[config.mk]
export PLATFORM = sky130hd
export DESIGN_NAME = imem_loader
export DESIGN_NICKNAME = d
export VERILOG_FILES = /design/src/rtl/imem_loader.sv
export SDC_FILE = /design/constraint.sdc
export NUM_CORES = 1
export LEC_CHECK = 0
export ABC_AREA = 0
export CORE_MARGIN = 2
export CORE_UTILIZATION = 55
export DETAILED_ROUTE_END_ITERATION = 6
export GPL_ROUTABILITY_DRIVEN = 0
export HOLD_SLACK_MARGIN = 0.06
export PLACE_DENSITY = 0.78
export REMOVE_ABC_BUFFERS = 1
export SLEW_MARGIN = 20
export SYNTH_ARGS = -nofsm -noshare
export SYNTH_HDL_FRONTEND = slang
export SYNTH_SLANG_ARGS = --single-unit
[constraint.sdc]
create_clock -name CLK -period 2.7 [get_ports CLK]
set_clock_uncertainty 0.05 [all_clocks]
set_input_delay 0.54 -clock CLK [delete_from_list [all_inputs] [get_ports CLK]]
set_output_delay 0.54 -clock CLK [all_outputs]
set_load 0.05 [all_outputs]
[src/rtl/imem_loader.sv]
// Serial instruction-memory loader: parses a length/data/checksum byte frame and
// writes assembled 32-bit words to consecutive addresses, holding the core in reset.
//
// state   | meaning
// --------+--------------------------------------------------
// IDLE    | after reset, waiting for Start
// LEN0    | waiting for word count low byte
// LEN1    | waiting for word count high byte, range check
// DATA    | collecting byte lanes 0..3 of the current word
// WRITE   | one-cycle write strobe for the assembled word
// CHECK   | waiting for checksum byte
// DONE    | load good, core released
// ERROR   | bad checksum or oversize frame
module imem_loader #(
    parameter int ADDR_W = 10
) (
    input  logic              CLK,
    input  logic              RST,
    input  logic              Start,
    input  logic [7:0]        ByteIn,
    input  logic              ByteValid,
    output logic              ByteReady,
    output logic [ADDR_W-1:0] MemAddr,
    output logic [31:0]       MemData,
    output logic              MemWriteManual,
    output logic              CPUReset,
    output logic              Busy,
    output logic              Done,
    output logic              Error
);

    typedef enum logic [2:0] {
        S_IDLE, S_LEN0, S_LEN1, S_DATA, S_WRITE, S_CHECK, S_DONE, S_ERROR
    } state_t;

    // Capacity in words, saturated so it always fits the 17-bit compare.
    localparam logic [16:0] CAP = (ADDR_W - 2 >= 16) ? 17'h10000 : 17'(1 << (ADDR_W - 2));

    state_t      state_q, state_d;
    logic [7:0]  len_lo_q, len_lo_d;
    logic [15:0] len_q, len_d;
    logic [16:0] word_idx_q, word_idx_d;
    logic [1:0]  lane_q, lane_d;
    logic [23:0] asm_q, asm_d;
    logic [31:0] data_q, data_d;
    logic [7:0]  xor_q, xor_d;
    logic        accept;
    logic [16:0] n_new;

    assign ByteReady      = (state_q == S_LEN0) || (state_q == S_LEN1) ||
                            (state_q == S_DATA) || (state_q == S_CHECK);
    assign Busy           = ByteReady || (state_q == S_WRITE);
    assign Done           = (state_q == S_DONE);
    assign Error          = (state_q == S_ERROR);
    assign CPUReset       = (state_q != S_DONE);
    assign MemWriteManual = (state_q == S_WRITE);
    assign MemData        = data_q;
    assign MemAddr        = ADDR_W'({word_idx_q, 2'b00});

    assign accept = ByteValid && ByteReady;
    assign n_new  = {1'b0, ByteIn, len_lo_q};

    always_comb begin
        state_d    = state_q;
        len_lo_d   = len_lo_q;
        len_d      = len_q;
        word_idx_d = word_idx_q;
        lane_d     = lane_q;
        asm_d      = asm_q;
        data_d     = data_q;
        xor_d      = xor_q;
        case (state_q)
            S_IDLE, S_DONE, S_ERROR: begin
                if (Start) begin
                    state_d    = S_LEN0;
                    word_idx_d = '0;
                    xor_d      = '0;
                end
            end
            S_LEN0: begin
                if (accept) begin
                    len_lo_d = ByteIn;
                    state_d  = S_LEN1;
                end
            end
            S_LEN1: begin
                if (accept) begin
                    len_d  = n_new[15:0];
                    lane_d = '0;
                    if (n_new > CAP)
                        state_d = S_ERROR;
                    else if (n_new == '0)
                        state_d = S_CHECK;
                    else
                        state_d = S_DATA;
                end
            end
            S_DATA: begin
                if (accept) begin
                    xor_d  = xor_q ^ ByteIn;
                    lane_d = lane_q + 2'd1;
                    case (lane_q)
                        2'd0: asm_d[7:0]   = ByteIn;
                        2'd1: asm_d[15:8]  = ByteIn;
                        2'd2: asm_d[23:16] = ByteIn;
                        default: begin
                            data_d  = {ByteIn, asm_q};
                            state_d = S_WRITE;
                        end
                    endcase
                end
            end
            S_WRITE: begin
                word_idx_d = word_idx_q + 17'd1;
                state_d    = (word_idx_d == {1'b0, len_q}) ? S_CHECK : S_DATA;
            end
            S_CHECK: begin
                if (accept)
                    state_d = (ByteIn == xor_q) ? S_DONE : S_ERROR;
            end
            default: state_d = S_IDLE;
        endcase
    end

    always_ff @(posedge CLK) begin
        if (RST) begin
            state_q    <= S_IDLE;
            len_lo_q   <= '0;
            len_q      <= '0;
            word_idx_q <= '0;
            lane_q     <= '0;
            asm_q      <= '0;
            data_q     <= '0;
            xor_q      <= '0;
        end else begin
            state_q    <= state_d;
            len_lo_q   <= len_lo_d;
            len_q      <= len_d;
            word_idx_q <= word_idx_d;
            lane_q     <= lane_d;
            asm_q      <= asm_d;
            data_q     <= data_d;
            xor_q      <= xor_d;
        end
    end

endmodule
==> results.yml <==
status:
  status: "completed"
worst_setup_path:
  critical_path.max_stage_delay_ns: 0.60
  rr_startpoint: "word_idx_q[0]$_SDFFE_PP0P_"
  crit_slowest_cell: "or4_4"
  required_ns: 2.87
  endpoint_kind: "flop"
  r2r_setup_slack_ns: 0.14
  timing.critical_path.cells: "nand4_2 -> or4_4 -> xnor2_1 -> o2111ai_1 -> a2111oi_4 -> a21o_1 -> a2111oi_1"
  reg2reg_depth: 7
  arrival_ns: 2.73
  crit_fanout: 8
  rr_endpoint: "state_q[1]$_SDFFE_PP0P_"
  worstSetupPathType: "flop to flop"
  cp-start-kind: "flop"
place:
  post_dp_cell_area_um2: 5890
  dp_slack_ns: 0.0924
  dp_hpwl_um: 8970
  io_buffers: 57
clock_tree:
  numClockSinks: 110
  cts_buffers: 9
  root_buffer: "clkbuf_8"
  cts.path.max_buffers: 2
  clock_latency_ns: 0.36
  cts_tree: "done"
  cts_hold_buf: 0
  h-tree-depth: 3
  clk_pin_slew_ns: 0.12
finish:
  layout.area.seq_um2: 2210
  final_cell_area_um2: 6110
  post-route-util: 0.662
  fin_nets: 740
  fill_cells: 821
  num_antenna_cells: 0
  multi_input_area_um2: 2740
  drive_gt1_frac: 0.0825
  area_growth_pct: 16.9
synth:
  synth-seq-cells: 110
  postSynthCellCount: 687
  synth_edf_count: 0
  yosysWarnings: 0
  synthTopCellsByArea: "dfxtp_1 42%, nand2_1 11%, a21oi_1 10%"
  ys_seq_area_frac: 0.421
  ys_types: 55
  synth_most_common_cell: "nand2_1"
  syn_avg_cell_area_um2: 7.61
  synthArstFlopShare: 0
  synthTopCellsByCount: "148 x nand2_1, 110 x dfxtp_1, 109 x a21oi_1"
  yosysTopAreaCellShare: 0.421
  ys.flop_type: "dfxtp_1"
  yosysTopAreaCell: "dfxtp_1"
  syn_area_um2: 5230
grt:
  antenna_found_initial: 0
  grt_usage: 0.254
  grt_max_degree: 72
  grt_pass1_vias: 4357
  grt_pass1_wl_um: 21200
  overflow: 0
routing:
  drtIter0Drc: 299
  num_vias: 4950
  ant_nets: 0
  post_drt_via_cell_ratio: 5.78
  wire_per_inst_um: 15.0
  routed_wirelength_um: 12900
  drc: 0
  dr.pass1.iters: 5
hold_path:
  min_from: "asm_q[4]$_SDFFE_PP0P_"
  hold_path_depth: 2
  worst_hold_path.endpoint: "MemData[4]$_SDFFE_PP0P_"
  hold_path_class: "flop to flop"
timing:
  setup_tns_ns: 0
  setup_slack_ns: 0.138
  layout_min_cycle_time_ns: 2.56
  period_share: 0.949
  fmax_mhz: 390
  drv_slew: 0
  hold_viol_final: 0
  rsz0062_at_grt: "no"
  finalSetupViolations: 0
  slew_headroom: 0.493
  worstMarginPinSlew_ns: 0.760
run:
  max_cap_violations: 0
pwr:
  total_power_mw: 3.29
  p_leak_nw: 2.08
  ir_drop_uv: 480
  p_per_area_nw_per_um2: 537
floorplanning:
  core-area_um2: 9240
  ios: 60
  dieArea_um2: 10300
  rows: 35
  start_util: 0.566
  die_x_um: 102
  fp.dieH_um: 102
-- routing by layer --
layer,up-vias,global-route usage,wire [µm]
met2,168,0.398,6060
met5,-,0,0
met1,2355,0.366,5880
met3,18,0.0311,705
met4,0,0.0790,208
li1,2409,-,-
-- power by group --
| group | internal, mW | switching, mW |
|---|---|---|
| clock network | 0.363 | 0.609 |
| logic | 0.221 | 0.399 |
| registers | 1.66 | 0.0359 |
| total | 2.24 | 1.04 |
-- repair_timing --
action | 4_1_cts | 5_1_grt
buffers inserted | 0 | 0
resized for setup | 0 | 7
setup endpoints to repair | 0 | 3
-- worst max-delay path by stage --
| stage | from | endpoint | cells after the start | slack [ns] |
|---|---|---|---|---|
| CTS | state_q[1]$_SDFFE_PP0P_ | CPUReset | 3 | 0.02 |
| detailed placement | word_idx_q[3]$_SDFFE_PP0P_ | state_q[1]$_SDFFE_PP0P_ | 7 | 0.09 |
| floorplan | word_idx_q[0]$_SDFFE_PP0P_ | state_q[1]$_SDFFE_PP0P_ | 8 | 0.05 |
| global placement | ByteValid | xor_q[0]$_SDFFE_PP0P_ | 6 | 0.20 |
| global route | word_idx_q[0]$_SDFFE_PP0P_ | state_q[1]$_SDFFE_PP0P_ | 7 | 0.03 |
| finish | word_idx_q[0]$_SDFFE_PP0P_ | state_q[1]$_SDFFE_PP0P_ | 7 | 0.14 |
-- per-stage QoR --
stage / hold slack [ns] / instances
global route: 0.431 / 856
detailed placement: 0.398 / 840
finish: 0.399 / 856
floorplan: 0.376 / 626
global placement: 0.391 / 840
CTS: 0.401 / 856
-- kinds of logic after synthesis --
family | count (synthesis) | share of synthesized area
buf+inv | 73 | 0.0624
simple gates | 291 | 0.251
flops | 110 | 0.421
fa+ha+maj | 6 | 0.0144
xor+xnor | 29 | 0.0486
compound gates | 168 | 0.185
other cells | 1 | 0.000717
mux | 9 | 0.0172
-- critical path, delay by kind of cell, from the launching register on --
family	cells	cell delay, ns
simple gates	2	0.84
xor+xnor	1	0.20
flops	1	0.49
compound gates	4	0.84
-- state kept, by name, indices dropped and copies added (netlist names) --
| name | count |
|---|---|
| MemData | 32 |
| asm_q | 24 |
| lane_q | 2 |
| len_lo_q | 8 |
| len_q | 16 |
| state_q | 3 |
| word_idx_q | 17 |
| xor_q | 8 |
-- layout by cell type (no fill, tap or decap), types with 4 or more instances in the layout --
cell and count:
nor4_1 7, a22oi_1 4, or3_1 4, nor3_1 9, buf_4 32, o21ai_0 22, nand2_1 148, xor2_1 10
nand3_1 32, o22ai_1 4, nand2b_1 6, nor2b_1 5, nor2_1 48, ha_1 6, and3_1 6, inv_1 11
a21oi_1 109, mux2i_1 9, dfxtp_1 107, clkbuf_8 9, xnor2_1 19, clkdlybuf4s50_1 52, a211oi_1 4, nand3b_1 7
nand4_1 5
-- area by class of cell --
type | instances | share of cell area
Clock inverter | 6 | 0.0102
Timing Repair Buffer | 85 | 0.128
Sequential cell | 110 | 0.361
Inverter | 11 | 0.00675
Multi-Input combinational cell | 505 | 0.447
Tap cell | 129 | 0.0264
Clock buffer | 10 | 0.0209
No activity file was read; power rests on OpenSTA's default activity.
